--- config.mk ---
export PLATFORM = sky130hd
export DESIGN_NAME = ifetch_queue
export DESIGN_NICKNAME = d
export VERILOG_FILES = /design/src/rtl/ifetch_queue.sv
export SDC_FILE = /design/constraint.sdc
export NUM_CORES = 1
export LEC_CHECK = 0
export ABC_AREA = 1
export ABC_CLOCK_PERIOD_IN_PS = 4630
export CAP_MARGIN = 25
export CORE_UTILIZATION = 51
export DETAILED_ROUTE_END_ITERATION = 16
export GPL_ROUTABILITY_DRIVEN = 0
export PLACE_DENSITY = 0.76
export SYNTH_ARGS = -nofsm -noshare
export SYNTH_HDL_FRONTEND = slang
export SYNTH_SLANG_ARGS = --single-unit
--- constraint.sdc ---
create_clock -name clk -period 4.63 [get_ports clk]
set_input_delay 0.926 -clock clk [delete_from_list [all_inputs] [get_ports clk]]
set_output_delay 0.926 -clock clk [all_outputs]
set_load 0.1 [all_outputs]
--- src/rtl/ifetch_queue.sv ---
// Instruction fetch stage: owns the fetch PC, issues credit-limited word reads and queues {pc, instr} for decode.
// Optional IFETCH_PERF_EN adds saturating bubble/flush counters.
module ifetch_queue #(
  parameter int unsigned      WIDTH    = 32,
  parameter int unsigned      DEPTH    = 4,
  parameter logic [WIDTH-1:0] RESET_PC = '0
) (
  input  logic             clk,
  input  logic             reset,
  input  logic             redirect,
  input  logic [WIDTH-1:0] redirect_pc,
  output logic             imem_req_valid,
  output logic [WIDTH-1:0] imem_req_addr,
  input  logic             imem_req_ready,
  input  logic             imem_rsp_valid,
  input  logic [WIDTH-1:0] imem_rsp_data,
  output logic             dec_valid,
  output logic [WIDTH-1:0] dec_instr,
  output logic [WIDTH-1:0] dec_pc,
  input  logic             dec_ready,
  output logic [WIDTH-1:0] pc
`ifdef IFETCH_PERF_EN
  ,
  output logic [31:0]      perf_bubble_cnt,
  output logic [31:0]      perf_flush_cnt
`endif
);

  localparam int unsigned      AW         = $clog2(DEPTH);
  localparam int unsigned      CW         = AW + 1;
  localparam logic [CW:0]      CREDITS    = DEPTH[CW:0];
  localparam logic [WIDTH-1:0] PC_STEP    = WIDTH'(4);
  localparam logic [WIDTH-1:0] ALIGN_MASK = ~WIDTH'(3);

  typedef enum logic {RUN, DRAIN} state_t;

  state_t           state_q, state_d;
  logic [WIDTH-1:0] pc_q, pc_d;
  logic [CW-1:0]    count_q, count_d;
  logic [CW-1:0]    outst_q, outst_d;
  logic [CW-1:0]    drop_q, drop_d;
  logic [AW-1:0]    rd_ptr_q, rd_ptr_d, wr_ptr_q, wr_ptr_d;
  logic [AW-1:0]    tag_rd_q, tag_rd_d, tag_wr_q, tag_wr_d;

  logic [WIDTH-1:0] q_pc    [DEPTH];
  logic [WIDTH-1:0] q_instr [DEPTH];
  logic [WIDTH-1:0] tag_pc  [DEPTH];

  logic [CW:0] in_use;
  logic        req_fire, rsp_fire, enq, deq;

  // Every accepted request holds a queue slot until its response is consumed or dropped.
  assign in_use         = {1'b0, count_q} + {1'b0, outst_q};
  assign imem_req_valid = !reset && !redirect && (in_use < CREDITS);
  assign req_fire       = imem_req_valid && imem_req_ready;
  assign rsp_fire       = imem_rsp_valid && (outst_q != '0);
  assign dec_valid      = (count_q != '0);
  assign deq            = dec_valid && dec_ready && !redirect;
  assign enq            = rsp_fire && (state_q == RUN) && !redirect;

  assign imem_req_addr = pc_q;
  assign pc            = pc_q;
  assign dec_instr     = dec_valid ? q_instr[rd_ptr_q] : '0;
  assign dec_pc        = dec_valid ? q_pc[rd_ptr_q]    : '0;

  always_comb begin
    state_d  = state_q;
    pc_d     = pc_q;
    count_d  = count_q;
    outst_d  = outst_q;
    drop_d   = drop_q;
    rd_ptr_d = rd_ptr_q;
    wr_ptr_d = wr_ptr_q;
    tag_rd_d = tag_rd_q;
    tag_wr_d = tag_wr_q;

    if (rsp_fire) begin
      outst_d  = outst_d - CW'(1);
      tag_rd_d = tag_rd_q + AW'(1);
    end
    if (req_fire) begin
      outst_d  = outst_d + CW'(1);
      tag_wr_d = tag_wr_q + AW'(1);
      pc_d     = pc_q + PC_STEP;
    end

    if (redirect) begin
      // Everything still in flight after this cycle's response belongs to the old path.
      pc_d     = redirect_pc & ALIGN_MASK;
      count_d  = '0;
      rd_ptr_d = '0;
      wr_ptr_d = '0;
      drop_d   = outst_d;
      state_d  = (outst_d != '0) ? DRAIN : RUN;
    end else begin
      if (enq) wr_ptr_d = wr_ptr_q + AW'(1);
      if (deq) rd_ptr_d = rd_ptr_q + AW'(1);
      count_d = count_q + CW'(enq) - CW'(deq);
      if (state_q == DRAIN && rsp_fire) begin
        drop_d = drop_q - CW'(1);
        if (drop_q == CW'(1)) state_d = RUN;
      end
    end
  end

  always_ff @(posedge clk) begin
    if (reset) begin
      state_q  <= RUN;
      pc_q     <= RESET_PC;
      count_q  <= '0;
      outst_q  <= '0;
      drop_q   <= '0;
      rd_ptr_q <= '0;
      wr_ptr_q <= '0;
      tag_rd_q <= '0;
      tag_wr_q <= '0;
    end else begin
      state_q  <= state_d;
      pc_q     <= pc_d;
      count_q  <= count_d;
      outst_q  <= outst_d;
      drop_q   <= drop_d;
      rd_ptr_q <= rd_ptr_d;
      wr_ptr_q <= wr_ptr_d;
      tag_rd_q <= tag_rd_d;
      tag_wr_q <= tag_wr_d;
    end
  end

  always_ff @(posedge clk) begin
    if (req_fire) tag_pc[tag_wr_q] <= pc_q;
    if (enq) begin
      q_pc[wr_ptr_q]    <= tag_pc[tag_rd_q];
      q_instr[wr_ptr_q] <= imem_rsp_data;
    end
  end

`ifdef IFETCH_PERF_EN
  always_ff @(posedge clk) begin
    if (reset) begin
      perf_bubble_cnt <= '0;
      perf_flush_cnt  <= '0;
    end else begin
      if (!dec_valid && perf_bubble_cnt != '1) perf_bubble_cnt <= perf_bubble_cnt + 32'd1;
      if (redirect && perf_flush_cnt != '1)    perf_flush_cnt  <= perf_flush_cnt + 32'd1;
    end
  end
`endif

endmodule
==> results of run 1 <==
==> logic make-up (layout without fill, tap and decap cells) <==
| kind of cell | count (synthesis) | after routing |
|---|---|---|
| AO/OA/AOI/OAI | 336 | 336 |
| AND/OR/NAND/NOR | 650 | 650 |
| adder cells (fa/ha/maj) | 19 | 19 |
| flip-flops | 420 | 420 |
| other | 1 | 6 |
| XOR/XNOR | 10 | 10 |
| buffers and inverters | 206 | 382 |
==> synthesized netlist by cell type <==
library cell,instances,share of area (%)
nor2_1,388,8.2
edfxtp_1,368,62
o21ai_0,204,5.8
nand2_1,198,4.2
a21oi_1,92,2.6
inv_1,84,1.8
clkbuf_1,58,1.2
dfxtp_1,52,5.9
nand3_1,52,1.5
buf_4,36,1.5
o22ai_1,30,1.1
ha_1,18,1.3
buf_2,12,0.34
xor2_1,7,0.35
buf_1,5,0.11
buf_6,5,0.32
inv_2,4,0.085
o21bai_1,4,0.17
nand4_1,3,0.11
xnor2_1,3,0.15
a21oi_2,2,0.099
a22oi_1,2,0.085
clkinv_1,2,0.042
nor3_1,2,0.057
a211oi_1,1,0.042
conb_1,1,0.021
fa_1,1,0.11
nand2_2,1,0.035
nand2_4,1,0.064
nor2_2,1,0.035
nor2_4,1,0.064
nor2_8,1,0.11
nor3_2,1,0.057
nor3b_1,1,0.042
o211a_1,1,0.057
==> report_power, final <==
group	switching, uW	internal, uW
clock	1350	1980
sequential	108	4430
combinational	1310	419
==> critical path, stage by stage (launching register included) <==
cell and delay (ns):
dfxtp_4 0.75, buf_4 0.76, nor2_1 0.12, nor2_1 0.11, o21ai_0 0.09, a21oi_1 0.29
buf_4 0.34
==> metal layers <==
| layer | vias up | part of all wire, % |
|---|---|---|
| li1 | 5897 | - |
| met1 | 5765 | 42 |
| met2 | 506 | 48 |
| met3 | 48 | 8.5 |
| met4 | 0 | 1.4 |
| met5 | - | 0 |
==> final timing paths <==
path | startpoint | to | depth (start not counted)
worst max-delay path | flop | dec_pc[18] | 6
worst min register to register | drop_q[1] | drop_q[1] | 2
worst max register to register | outst_q[0] | count_q[2] | 14
worst min-delay path | drop_q[1] | drop_q[1] | 2
==> stage by stage <==
| step | instances | area (um^2) | util (%) | power, uW | hold slack, ns |
|---|---|---|---|---|---|
| after floorplan | 1647 | 17720 | - | 5876 | 0.4356 |
| after global placement | 2195 | 19740 | 58.28 | 6294 | 0.4522 |
| after detailed placement | 2195 | 19740 | 58.28 | 6335 | 0.4633 |
| after CTS | 2271 | 21100 | 62.29 | 9631 | 0.4799 |
| after global routing | 2271 | 21100 | 62.29 | 9948 | 0.5027 |
| final | 2271 | 21100 | 62.29 | 9596 | 0.4827 |
==> layout make-up <==
cell class              count  area, um^2
fillers                  2582       12770
flip-flops and latches    420       12100
multi-input cells        1021        4712
repair buffers            216        2029
clock buffers              51        1106
well taps                 448       560.5
inverters                  90       337.8
clock inverters            25       252.7
==> registers in the layout (all words and copies together), names as in the netlist, named ones only <==
| signal | count |
|---|---|
| count_q | 3 |
| drop_q | 3 |
| imem_req_addr | 30 |
| outst_q | 3 |
| q_instr | 128 |
| q_pc | 120 |
| rd_ptr_q | 2 |
| state_q | 1 |
| tag_pc | 120 |
| tag_rd_q | 2 |
| tag_wr_q | 2 |
| wr_ptr_q | 2 |
==> cells in the final DEF, fill, tap and decap left out, drive strengths merged <==
master and n:
o21ai 204, edfxtp 368, o211a 1, conb 6, a21oi 94, o22ai 30, clkinv 18, clkdlybuf4s50 128
dfxtp 52, o21bai 4, ha 18, a211oi 1, xor2 7, xnor2 3, clkbuf 51, nor2 391
nand4 3, nand3 52, nand2 200, fa 1, nor3 3, clkinvlp 3, buf 88, inv 89
a22oi 2, bufinv 5, nor3b 1
==> metrics.yaml, run 1 <==
powerDensity_nw_per_um2: 454.9
first_global_vias: 11970
clk_latency_ns: 0.54
met2_usage_pct: 37.74
die_area_um2: 35450
grtUsageMet1_pct: 29.36
drv_cap: 0
area_growth_pct: 19.19
clkSinkCount: 420
grt-busiest-layer: "met2"
leakage_uw: 0.007547
fin_crit_sh_pct: 85.60
portBuffers: 191
track_usage_pct: 22.04
tightest_slew_ns: 0.9780
status: "finished, final reports clean"
ios: 200
start_kind: "flop"
synthSimpleGateAreaFrac_pct: 14.47
num_rows: 67
syn_avg_cell_area_um2: 10.78
hpwl_um: 23050
cts.htree.levels: 2
dp_slack_ns: 0.8927
finalCriticalPeriod_ns: 3.963
final_max_slew_viol_count: 0
synth_top_family_by_area: "simple AND/OR/NAND/NOR gates"
nets: 1879
synth_compound_area_share_pct: 9.883
syn_area_um2: 17700
synthMuxAreaShare_pct: 0
antenna_found_initial: 0
core_area_um2: 33870
crit_type: "reg2out"
cts.repair.resized: 0
ant_nets: 0
synthCells: 1642
yosysSeqAreaShare_pct: 68.32
final_hold_viol_count: 0
cts-root-buf: "clkbuf_16"
critical_path_required_ns: 3.70
grt_pass1_wl_um: 61810
drive_gt1_share_pct: 9.380
wire_per_inst_um: 17.18
cp_max_fo: 74
drt_iter0_markers: 1122
grt_util_met3_pct: 3.502
synthAdderAreaFrac_pct: 1.386
peakVddDrop_v: 0.0002866
endpoint_kind: "output port"
grt_max_degree: 75
rsz0062_at_grt: "no"
regToRegSetupSlack_ns: 1.42
drt_wl_total_um: 39030
vias: 12220
hold_class: "reg2reg"
grt-ovfl-total: 0
fmax_ghz: 0.2523
cts_tree: "done"
initial_core_util_pct: 52.26
setup_tns_ns: 0
dieWidth_um: 188.3
via_per_inst: 5.379
cts_buffer_depth: 3
dieHeight_um: 188.3
postCtsSetupRepairBufs: 0
drc: 0
layout_setup_ws_ns: 0.6668
setup_violations: 0
fin_worst_skew_ns: 0.01201
postCtsHoldBufs: 0
yosys.cell_types.count: 35
synth_seq_cells: 420
synth_xor_area_share_pct: 0.4948
slew_headroom_pct: 34.60
n_antenna_cell: 0
dr.pass1.iters: 7
path_clk_slew_ns: 0.06
numCtsBuffers: 41
critPathArrivalTime_ns: 3.04
yosysWarnings: 0
No activity file was read; power rests on OpenSTA's default activity.
==> run 2, diff against run 1 <==
CORE_UTILIZATION = 50   (was 51)
GPL_ROUTABILITY_DRIVEN = default   (was 0)
PLACE_DENSITY = 0.75   (was 0.76)
REMOVE_ABC_BUFFERS = 1   (was default)
==> metrics.yaml, run 2 (synthesis results as in run 1) <==
track_usage_pct: 21.36  # -0.68 points
clk_latency_ns: 0.54  # about the same
tightest_slew_ns: 1.067  # +0.08909 ns
path_clk_slew_ns: 0.06  # about the same
whs_ns: 0.4685  # -0.01426 ns
via_per_inst: 5.352  # -0.51%
largest-register: "q_instr"
start_kind: "flop"
critPathSlowestCell: "dfxtp_4"
postCtsSetupRepairBufs: 0  # unchanged
postCtsHoldBufs: 0  # unchanged
dieWidth_um: 190.1  # +0.99%
crit_type: "reg2out"
ant_nets: 0  # unchanged
grt_max_degree: 75  # unchanged
leakage_uw: 0.007615  # +0.90%
vias: 12220  # +0.057%
cp_cell_sequence: "inv_2 -> buf_4 -> o21ai_0 -> a21oi_1 -> buf_4"
setup_violations: 0  # unchanged
numCtsBuffers: 42  # +2.4%
pwr-share-seq_pct: 46.7  # -0.6 points
setup_tns_ns: 0  # unchanged
cp_max_fo: 74  # unchanged
powerDensity_nw_per_um2: 457.9  # +0.66%
num_rows: 68  # +1.5%
first_global_vias: 11810  # -1.4%
combPwrFrac_pct: 17.9  # about the same
status: "finished, final reports clean"
n_antenna_cell: 0  # unchanged
critical_path_required_ns: 3.70  # about the same
antenna_found_initial: 0  # unchanged
placed_area_um2: 19820  # +0.43%
p_sw_uw: 2793  # +0.88%
fin_worst_skew_ns: 0.02311  # +0.01109 ns
final_max_slew_viol_count: 0  # unchanged
cts_tree: "done"
critPathMostFrequentCell: "buf_4"
top_regs: "q_instr (128), q_pc (120), tag_pc (120)"
dieHeight_um: 190.1  # +0.99%
area_growth_pct: 20.07
initial_core_util_pct: 50.99  # -1.3 points
hpwl_um: 23560  # +2.2%
cts_buffer_depth: 3  # unchanged
drt_wl_total_um: 39150  # +0.31%
largest_reg_flops: 128  # unchanged
slew_headroom_pct: 28.79  # -5.8 points
cts.repair.resized: 0  # unchanged
layout_commonest_cell: "nor2_1"
cts.htree.levels: 2  # unchanged
wire_per_inst_um: 17.14  # -0.26%
die_area_um2: 36160  # +2.0%
drv_cap: 0  # unchanged
rsz0062_at_grt: "no"
gp_congestion: 0.8557
fin_crit_sh_pct: 86.36  # +0.76 points
hold_class: "reg2reg"
clkSinkCount: 420  # unchanged
cts-root-buf: "clkbuf_16"
grt-ovfl-total: 0  # unchanged
nets: 1885  # +0.32%
final_area_um2: 21250  # +0.74%
switching_share_pct: 28.71  # -0.15 points
layout_common_cells: "380 x nor2_1, 368 x edfxtp_1, 204 x o21ai_0, 198 x nand2_1, 128 x clkdlybuf4s50_1"
grt_pass1_wl_um: 60590  # -2.0%
critPathArrivalTime_ns: 3.07  # +0.03 ns
drt_iter0_markers: 893  # -20%
cpPeakStageDelay_ns: 0.84  # +0.08 ns
drive_gt1_share_pct: 9.841  # +0.46 points
final_hold_viol_count: 0  # unchanged
peakVddDrop_v: 0.0002898  # +1.1%
p_clk_share_pct: 35.4  # +0.7 points
dr.pass1.iters: 5  # -2
internal-power_uw: 6938  # +1.6%
ios: 200  # unchanged
drc: 0  # unchanged
portBuffers: 191  # unchanged
fmax_ghz: 0.2501  # -0.88%
endpoint_kind: "output port"
core_area_um2: 34710  # +2.5%
finalCriticalPeriod_ns: 3.998  # +0.03504 ns
final_cells: 2284  # +0.57%
dp_cells: 2207  # +0.55%
run 2: changes by cell type in the layout (fill, tap and decap cells not counted):
cell | before | now
buf_12 | 7 | 10
clkinvlp_4 | 3 | 4
buf_4 | 81 | 83
clkinv_1 | 9 | 10
clkbuf_16 | 43 | 45
clkinv_2 | 9 | 7
clkbuf_8 | 0 | 2
clkinv_4 | 0 | 2
clkbuf_1 | 8 | 4
inv_6 | 1 | 0
run 2: worst paths after layout:
path | start | end | slack (ns) | depth (start not counted)
worst min register to register | rd_ptr_q[1] | flop | 0.47 | 2
worst max-delay path | flop | dec_instr[6] | 0.63 | 5
worst max register to register | outst_q[0] | count_q[2] | 1.47 | 14
worst min-delay path | rd_ptr_q[1] | flop | 0.47 | 2
run 2: stage by stage:
stage | utilization, % | total power, uW | setup slack (ns)
finish | 61.22 | 9731 | 0.6317
global route | 61.22 | 10110 | 0.3436
CTS | 61.22 | 9781 | 0.5776
detailed placement | 57.10 | 6355 | 0.8340
global placement | 57.10 | 6289 | 0.8886
floorplan | - | 5806 | -0.8147
run 2: metal layers:
layer	share of wire, %	GRT usage (%)	vias up
met1	42	27.95	5809
met3	7.4	3.874	53
met5	0	0	-
li1	-	-	5902
met4	1.8	5.446	0
met2	49	36.72	459
run 2: worst max-delay path, delay by kind of cell (launching register included):
kind | cells | cell delay (ns)
buffers and inverters | 3 | 1.27
DFF | 1 | 0.84
AOI/OAI and AO/OA | 2 | 0.36
run 2: layout make-up:
| type | count | area, um^2 |
|---|---|---|
| Fill cell | 2691 | 13460 |
| Multi-Input combinational cell | 1021 | 4712 |
| Clock inverter | 26 | 262.8 |
| Sequential cell | 420 | 12100 |
| Clock buffer | 51 | 1169 |
| Timing Repair Buffer | 221 | 2105 |
| Tap cell | 455 | 569.3 |
| Inverter | 90 | 337.8 |
run 2: power groups by stage:
stage | combinational [uW] | sequential, uW | clock, uW
global placement | 1680 | 4610 | 0
floorplan | 930 | 4880 | 0
global route | 1890 | 4550 | 3670
CTS | 1750 | 4540 | 3490
finish | 1740 | 4540 | 3450
detailed placement | 1740 | 4620 | 0
